`src/rtl/gbsha_ttfir_pkg.sv`:
```
// Shared constants for the FIR tile driver: FSM encodings, strobe phases and
// the bit layout of the tile's io_in pins.
package gbsha_ttfir_pkg;

    localparam int N_TAPS_DEF   = 4;
    localparam int BW_IN_DEF    = 6;
    localparam int BW_SUM_DEF   = 13;
    localparam int BW_OUT_DEF   = 8;

    localparam int TRST_STROBES = 2;

    localparam int IO_CLK_BIT   = 0;
    localparam int IO_RST_BIT   = 1;
    localparam int IO_X_LSB     = 2;

    typedef logic [2:0] drv_state_t;

    localparam logic [2:0] S_IDLE    = 3'd0;
    localparam logic [2:0] S_TRST    = 3'd1;
    localparam logic [2:0] S_TLSB    = 3'd2;
    localparam logic [2:0] S_TCOEF   = 3'd3;
    localparam logic [2:0] S_STREAM  = 3'd4;
    localparam logic [2:0] S_SAMP_HI = 3'd5;
    localparam logic [2:0] S_SAMP_LO = 3'd6;

    // Tile clock is bit 1 of the phase register, so it comes straight off a flop.
    localparam logic [1:0] PH_IDLE  = 2'b00;
    localparam logic [1:0] PH_SETUP = 2'b01;
    localparam logic [1:0] PH_HIGH  = 2'b10;

endpackage

```
`src/rtl/gbsha_ttfir_strobe.sv`:
```
// Two-cycle tile clock strobe: SETUP (clock low, data settles) then HIGH.
// A 'go' during HIGH chains the next strobe with no idle cycle in between.
module gbsha_ttfir_strobe
    import gbsha_ttfir_pkg::*;
(
    input  logic i_clk,
    input  logic i_rst_n,
    input  logic i_clear,
    input  logic i_go,
    output logic o_tclk,
    output logic o_busy,
    output logic o_ready,
    output logic o_capture
);

    logic [1:0] r_phase;

    always_ff @(posedge i_clk or negedge i_rst_n) begin
        if (!i_rst_n) begin
            r_phase <= PH_IDLE;
        end else if (i_clear) begin
            r_phase <= PH_IDLE;
        end else begin
            case (r_phase)
                PH_IDLE:  if (i_go) r_phase <= PH_SETUP;
                PH_SETUP: r_phase <= PH_HIGH;
                PH_HIGH:  r_phase <= i_go ? PH_SETUP : PH_IDLE;
                default:  r_phase <= PH_IDLE;
            endcase
        end
    end

    assign o_tclk    = r_phase[1];
    assign o_busy    = (r_phase != PH_IDLE);
    assign o_ready   = (r_phase != PH_SETUP);
    assign o_capture = (r_phase == PH_HIGH);

endmodule

```
`src/rtl/gbsha_ttfir_driver.sv`:
```
// Host-side driver for the 8-pin FIR tile: runs tile reset + configuration,
// then streams samples and returns each filter output as a BW_sum-bit word.
module gbsha_ttfir_driver
    import gbsha_ttfir_pkg::*;
#(
    parameter int N_TAPS = N_TAPS_DEF,
    parameter int BW_in  = BW_IN_DEF,
    parameter int BW_sum = BW_SUM_DEF,
    parameter int BW_out = BW_OUT_DEF
) (
    input  logic                    clk,
    input  logic                    reset_n,
    input  logic                    cfg_start,
    input  logic                    cfg_lsb,
    input  logic [N_TAPS*BW_in-1:0] cfg_coef,
    output logic                    cfg_done,
    input  logic                    s_valid,
    output logic                    s_ready,
    input  logic [BW_in-1:0]        s_data,
    output logic                    m_valid,
    output logic [BW_sum-1:0]       m_data,
    output logic [7:0]              fir_io_in,
    input  logic [7:0]              fir_io_out
);

    localparam int CW = $clog2(N_TAPS + TRST_STROBES + 1);

    drv_state_t              r_state;
    logic [CW-1:0]           r_cnt;
    logic                    r_lsb;
    logic [N_TAPS*BW_in-1:0] r_coef;
    logic                    r_io_rst;
    logic [BW_in-1:0]        r_io_x;
    logic [BW_out-1:0]       r_hi;
    logic                    r_m_valid;
    logic [BW_sum-1:0]       r_m_data;

    logic                    w_go;
    logic                    w_go_rst;
    logic [BW_in-1:0]        w_go_x;
    logic [CW-1:0]           w_cfg_total;
    drv_state_t              w_cfg_next;
    logic [BW_in-1:0]        w_coef_sel;
    logic                    w_tclk;
    logic                    w_stb_busy;
    logic                    w_stb_ready;
    logic                    w_capture;
    logic                    w_s_ready;
    logic [7:0]              w_io_in;

    gbsha_ttfir_strobe u_strobe (
        .i_clk     (clk),
        .i_rst_n   (reset_n),
        .i_clear   (cfg_start),
        .i_go      (w_go),
        .o_tclk    (w_tclk),
        .o_busy    (w_stb_busy),
        .o_ready   (w_stb_ready),
        .o_capture (w_capture)
    );

    // Coefficients go out highest index first so coef[0] lands last.
    always_comb begin
        w_coef_sel = '0;
        for (int k = 0; k < N_TAPS; k++) begin
            if (r_cnt == CW'(k)) w_coef_sel = r_coef[(N_TAPS-1-k)*BW_in +: BW_in];
        end
    end

    assign w_s_ready = (r_state == S_STREAM) && !w_stb_busy;

    always_comb begin
        w_go        = 1'b0;
        w_go_rst    = r_io_rst;
        w_go_x      = r_io_x;
        w_cfg_total = CW'(N_TAPS);
        w_cfg_next  = S_STREAM;
        case (r_state)
            S_TRST: begin
                w_cfg_total = CW'(TRST_STROBES);
                w_cfg_next  = S_TLSB;
                w_go        = w_stb_ready && (r_cnt < w_cfg_total);
                w_go_rst    = 1'b1;
                w_go_x      = '0;
            end
            S_TLSB: begin
                w_cfg_total = CW'(1);
                w_cfg_next  = S_TCOEF;
                w_go        = w_stb_ready && (r_cnt < w_cfg_total);
                w_go_rst    = 1'b0;
                w_go_x      = '0;
                w_go_x[0]   = r_lsb;
            end
            S_TCOEF: begin
                w_go        = w_stb_ready && (r_cnt < w_cfg_total);
                w_go_rst    = 1'b0;
                w_go_x      = w_coef_sel;
            end
            S_STREAM: begin
                w_go        = s_valid && w_s_ready;
                w_go_rst    = 1'b0;
                w_go_x      = s_data;
            end
            // The shift strobe keeps the same x on the pins.
            S_SAMP_HI: w_go = w_capture && r_lsb;
            default: ;
        endcase
        if (cfg_start) w_go = 1'b0;
    end

    always_ff @(posedge clk or negedge reset_n) begin
        if (!reset_n) begin
            r_state   <= S_IDLE;
            r_cnt     <= '0;
            r_lsb     <= 1'b0;
            r_coef    <= '0;
            r_io_rst  <= 1'b1;
            r_io_x    <= '0;
            r_hi      <= '0;
            r_m_valid <= 1'b0;
            r_m_data  <= '0;
        end else if (cfg_start) begin
            r_state   <= S_TRST;
            r_cnt     <= '0;
            r_lsb     <= cfg_lsb;
            r_coef    <= cfg_coef;
            r_m_valid <= 1'b0;
        end else begin
            r_m_valid <= 1'b0;
            if (w_go) begin
                r_io_rst <= w_go_rst;
                r_io_x   <= w_go_x;
            end
            case (r_state)
                S_TRST, S_TLSB, S_TCOEF: begin
                    if (w_go) begin
                        r_cnt <= r_cnt + CW'(1);
                    end else if (w_stb_ready && (r_cnt == w_cfg_total)) begin
                        r_cnt   <= '0;
                        r_state <= w_cfg_next;
                    end
                end
                S_STREAM: begin
                    if (w_go) r_state <= S_SAMP_HI;
                end
                S_SAMP_HI: begin
                    if (w_capture) begin
                        if (r_lsb) begin
                            r_hi    <= fir_io_out[BW_out-1:0];
                            r_state <= S_SAMP_LO;
                        end else begin
                            r_m_valid <= 1'b1;
                            r_m_data  <= {fir_io_out[BW_out-1:0], {(BW_sum-BW_out){1'b0}}};
                            r_state   <= S_STREAM;
                        end
                    end
                end
                S_SAMP_LO: begin
                    if (w_capture) begin
                        r_m_valid <= 1'b1;
                        r_m_data  <= {r_hi, fir_io_out[BW_sum-BW_out-1:0]};
                        r_state   <= S_STREAM;
                    end
                end
                default: r_state <= S_IDLE;
            endcase
        end
    end

    always_comb begin
        w_io_in                     = '0;
        w_io_in[IO_CLK_BIT]         = w_tclk;
        w_io_in[IO_RST_BIT]         = r_io_rst;
        w_io_in[IO_X_LSB +: BW_in]  = r_io_x;
    end

    assign fir_io_in = w_io_in;
    assign cfg_done  = (r_state == S_STREAM) || (r_state == S_SAMP_HI) || (r_state == S_SAMP_LO);
    assign s_ready   = w_s_ready;
    assign m_valid   = r_m_valid;
    assign m_data    = r_m_data;

endmodule
```
`config.mk`:
```
export PLATFORM = sky130hd
export DESIGN_NAME = gbsha_ttfir_driver
export DESIGN_NICKNAME = d
export VERILOG_FILES = /design/src/rtl/gbsha_ttfir_pkg.sv /design/src/rtl/gbsha_ttfir_strobe.sv /design/src/rtl/gbsha_ttfir_driver.sv
export SDC_FILE = /design/constraint.sdc
export NUM_CORES = 1
export LEC_CHECK = 0
export CORE_ASPECT_RATIO = 0.75
export CORE_MARGIN = 3
export CORE_UTILIZATION = 39
export CTS_BUF_LIST = sky130_fd_sc_hd__clkbuf_16
export DETAILED_ROUTE_END_ITERATION = 7
export DONT_BUFFER_PORTS = 1
export PLACE_DENSITY_LB_ADDON = 0.25
export SYNTH_ARGS = -nofsm -noshare
export SYNTH_HDL_FRONTEND = slang
export SYNTH_SLANG_ARGS = --single-unit
```
`constraint.sdc`:
```
create_clock -name clk -period 1.74 [get_ports clk]
set_clock_uncertainty 0.1 [all_clocks]
set_input_delay 0.435 -clock clk [delete_from_list [all_inputs] [get_ports clk]]
set_output_delay 0.435 -clock clk [all_outputs]
set_load 0.02 [all_outputs]
```
======== After elaboration in Yosys (flattened, before gate mapping) ========
Cells that the tools add are included.
storage, ports and cells
  logic and storage cells ................. 98
  output and inout port bits .............. 24
  register bits ........................... 62
  bits of input ports ..................... 43
cells by class
  equality and inequality tests ........... 22
  $add $sub $neg .......................... 1
  multiplexer cells ....................... 35
  magnitude comparators ................... 3
  reduce and logical (&&, ||, !) cells .... 26
  bitwise logic cells ..................... 1
operator list
  cell                                                    count
  two-way mux 13 bit                                      3
  two-way mux 3 bit                                       10
  case mux 13 bit (2 select lines)                        1
  two-way mux 6 bit                                       4
  case mux 6 bit (4 select lines)                         1
  == test 3 x 2 -> 1 bit (second input constant)          4
  inequality test 3 bit (second input constant)           4
  case mux 3 bit (2 select lines)                         2
  case mux 3 bit (4 select lines)                         1
  AND reduction 5 bit                                     2
  == test 3 bit (second input constant)                   3
  nonzero test 2 bit                                      4
  logical AND 1 bit                                       7
  == test 3 x 1 -> 1 bit (second input constant)          2
  two-way mux 1 bit                                       6
  two-way mux 2 bit                                       3
  inequality test 2 bit (second input constant)           3
  inequality test 3 x 2 -> 1 bit (second input constant)  2
  case mux 2 bit (3 select lines)                         1
  AND reduction 3 bit                                     2
  OR reduction 3 bit                                      2
  case mux 1 bit (5 select lines)                         1
  case mux 1 bit (2 select lines)                         2
  AND reduction 4 bit                                     1
  16 further kinds                                        17

======== Depth between registers and ports, before layout ========
Gate-level depths: netlist of the first run.
  word-level depth ........................ 9
  gate-level depth with buffers ........... 8

======== By module ========
From an unflattened synthesis of the first run, not the netlist that was laid out.
unflattened totals
  cells, all modules ...................... 282
  area, all modules ....................... 3139.3 um2
modules (own cells, without submodules)
  module              cells an instance  seq. area each (um2)  times used  area an instance (um2)
  gbsha_ttfir_driver  275                1502.7                1           3050.4
  gbsha_ttfir_strobe  7                  50.0                  1           88.8

======== Worst setup path before layout of the first run ========
OpenSTA, ideal clock, no wires.
  path kind ............................... register -> output
  from .................................... reg r_state[2]
  to ...................................... out cfg_done
  arrival time ............................ 1608 ps
  buffers on the path ..................... 3
  required time ........................... 1205 ps
  setup slack ............................. -403 ps
  stages on the path, launching flop included .. 5
  cell sequence ........................... dfrtp_1 -> clkbuf_2 -> clkbuf_1 -> clkbuf_1 -> a21boi_0
on the way
  longest elaborated chain between the ends .. 3
  elaborated cells between the ends (all ways) .. 5
ends and longest elaborated chain
  item                    RTL line                   RTL
  from (decl)             gbsha_ttfir_driver.sv:28   drv_state_t r_state;
  from (signal assigned)  gbsha_ttfir_driver.sv:140  r_state <= w_cfg_next;
  == test 3 bit           gbsha_ttfir_driver.sv:178  assign cfg_done = (r_state == S_STREAM) || (r_state == S_SAMP_HI) || (r_state == S_SAMP_LO);
  logical OR 1 bit        gbsha_ttfir_driver.sv:178
  logical OR 1 bit *      gbsha_ttfir_driver.sv:178
  to (decl)               gbsha_ttfir_driver.sv:16   output logic cfg_done,
Every way passes the cells marked *; elsewhere a longest branch is shown, timed or not.

======== Worst setup path in the final report of the first run ========
  from .................................... reg r_state[2]
  to ...................................... out s_ready
on the way
  longest elaborated chain between the ends .. 2
ends and longest elaborated chain
  item               RTL line                  RTL
  == test 3 bit      gbsha_ttfir_driver.sv:70  assign w_s_ready = (r_state == S_STREAM) && !w_stb_busy;
  logical AND 1 bit  gbsha_ttfir_driver.sv:70
  to (decl)          gbsha_ttfir_driver.sv:18  output logic s_ready,
Every way passes these cells.

==> results.md, run 1 <==
* Status: finished, violations left
* Failing checks: negative hold slack, negative setup slack
* Die X at between 100 and 150 um
* Commonest non-fill, non-tap cell in the layout: dfrtp_1
* Die area at roughly 9500 um^2
* Syn avg cell area at 10.5 um^2
* Initial Utilization at between 40% and 50%
* Top FF cell, synth: dfrtp_1
* Crit path max fanout at 6
* Most frequent cells in the layout: dfrtp_1, buf_4, mux2_2
* CTS tree: yes
* Slew Viols, Final at 0
* WL per Instance at between 15 and 20 um
* Unique masters post-synth at between 50 and 60
* Kind of critical path: reg2out
* Seq/Total Area, Yosys at between 40% and 50%
* P&R area growth vs syn at 36.6%
* Root buf cell: clkbuf_16
* Cell Count, Final, Fillers Out at 483
* # rows at 28
* Final core utilization at a little under three fifths
* Vias in the first global route at 2569
* Synth Warn # at 0
* Busiest grt layer: met2
* CP endpoint kind: output pin
* Lkg Pwr at 0.00193 uW
* DP Cell Count at 447
* Drt initial violations at 136
* Post-DR vias/cell at roughly 5.5
* Fraction of layout cells with a size suffix above 1 at 43.9%
* Arrival time worst endpoint at between 1.5 and 2 ns
* Worst-Margin Slew at between 0.3 and 0.4 ns
* Asr flop ratio synth at between 90% and 100%
* First-pass GRT wire length at 13.6 mm
* Drt drc at 0
* Post-synth EDFFs at 0
* GR Util met3 at 7.63%
* Seq cells post-synth at 62
* FF-to-FF Start: r_state[1]
* WP data required at roughly 1.2 ns
* Hold slack final at -0.296 ns
* Final min period at 2.07 ns
* Clk slew on worst S/H paths at approximately 0.060 ns
* GRT Residual Overflow at 0
* H-tree Lvls at 3
* Gr usage total at between 10% and 20%
* Die Ht at between 80 and 90 um
* Antenna Nets Post-Route at 0
* Crit path from: r_state[2]
* Clock Sinks at between 60 and 70
* Fmax at a little under 500 MHz
* VDD IR max at 0.000601 V
* Post-Place Setup Slack at -0.283 ns
* Routability cong. at approximately 0.92
* GR Util met1 at about a quarter
* # setup viols final at 31
* Max Root-Sink Buffers at 2
* Period utilisation layout at 119%
* Post-Route WL at 8.78 mm
* Worst r2r path cells at 7
* Pre-Repair DR Iteration Count at 4
* Post-DP HPWL at between 5 and 6 mm
* Syn nets at 360
* N_diodes at 0
* Hold WC Path Type: in2async
* Setup ws final at -0.331 ns
* TritonCTS buffer count at 9
* Largest net degree at the start of global routing at 63
* IO Pins at between 60 and 70
* Max-Cap Viols at 0
* CORE AREA at ~8000 um^2
* Slew headroom at 76.7%
* Mapped Cells at roughly 310
* Cell Pwr Density at 1380 nW/um^2
* M2 GR Usage at between 20% and 30%
* Initial antenna violation count at 0
* Count of final hold-check violations at 62
* Total number of vias at 2650
* I/O Buffers at 0
* Layout net count at between 400 and 500
* Startpoint types: flip-flop
* RSZ-0062 raised after global routing: true
* Synthesized area at about 3300 um^2
* Clock Latency Late Sink at 0.33 ns
## cell type report
type,count,area (um^2)
fill,684,3560
multi-input combinational,224,1860
sequential,62,1550
timing repair buffer,69,588
clock buffer,9,225
tap,105,131
clock inverter,7,80.1
inverter,7,26.3
## metal layers
| metal | part of all wire (%) | up-vias |
|---|---|---|
| li1 | - | 1246 |
| met1 | 47 | 1322 |
| met2 | 44 | 74 |
| met3 | 7.2 | 8 |
| met4 | 1.1 | 0 |
| met5 | 0 | - |
## final timing paths
check	end	slack, ns
setup / recovery	s_ready	-0.33
hold / removal	m_data[4]	-0.30
setup reg to reg	r_state[0]	-0.27
hold reg to reg	r_hi[6]	0.41
max in group asynchronous	r_io_rst	1.63
min in group clk	r_state[2]	0.07
## registers in the layout, indices dropped and copies added, names as in the netlist
register,flops
m_data,13
m_valid,1
r_cnt,3
r_coef,24
r_hi,8
r_io_rst,1
r_io_x,6
r_lsb,1
r_state,3
u_strobe.r_phase,2
## repair_timing
action                                  4_1_cts  5_1_grt
setup buffers                                10       12
endpoints found under the setup margin       31       38
resized for setup                            37       35
hold endpoints to repair                     62       62
pin swaps                                    12        7
cloned                                        0        2
## report_power, final
| part | switching [uW] | internal (uW) |
|---|---|---|
| Clock | 683 | 1120 |
| Combinational | 1250 | 1350 |
| Sequential | 169 | 1590 |
## through the flow
stage,total power (uW),cell area (um^2),setup TNS (ns)
2_1_floorplan,2860,3310,-0.878
3_3_place_gp,3610,3730,-5.34
3_5_place_dp,3610,3730,-5.83
4_1_cts,5910,4240,-2.96
5_1_grt,6530,4460,-6.53
6_report,6170,4460,-4.11
## critical path, stage by stage (launching register included)
cell	delay, ns
dfrtp_2	0.42
or3b_4	0.42
buf_6	0.13
nor3_2	0.09
buf_4	0.15
## cell usage after synthesis (all sizes together), types with 3 or more instances
library cell  number  share of area, %
o21ai             31               4.7
nand2             27               3.1
buf                8               1.7
nor3b              4               1.2
a21oi             10               1.5
a31oi              5              0.96
a211o              3              0.80
a211oi             3              0.84
inv                7              0.80
mux2              33                11
nor2b             12               2.3
ha                 5               1.9
clkbuf            13               1.5
mux2i              8               2.5
a22o               9               2.4
dfrtp             61                47
nand3              8               1.2
nand3b             4              0.92
nor3               7               1.1
nand2b             8               1.5
nor2              12               1.4
## kinds of logic (layout without fill, tap and decap cells)
family / count (synthesis) / after routing / share of synthesized area, %
simple gates: 92 / 92 / 15.4
compound gates: 82 / 84 / 16.7
flops: 62 / 62 / 47.5
mux: 41 / 41 / 13.8
buf+inv: 28 / 92 / 4.06
fa+ha+maj: 5 / 5 / 1.91
xor+xnor: 2 / 2 / 0.536
(Power assumes the default switching activity.)
==> run 2: changes to the inputs <==
Settings changed: CTS_CLUSTER_SIZE from default to 25, SLEW_MARGIN from default to 20.
==> results of run 2 <==
Final layout, timing and power as in run 1 (identical DEF).
==> run 3: changes to the inputs <==
Settings changed: CTS_CLUSTER_SIZE 25 to default.
==> results of run 3 <==
Final layout, timing and power as in run 1 (identical DEF).
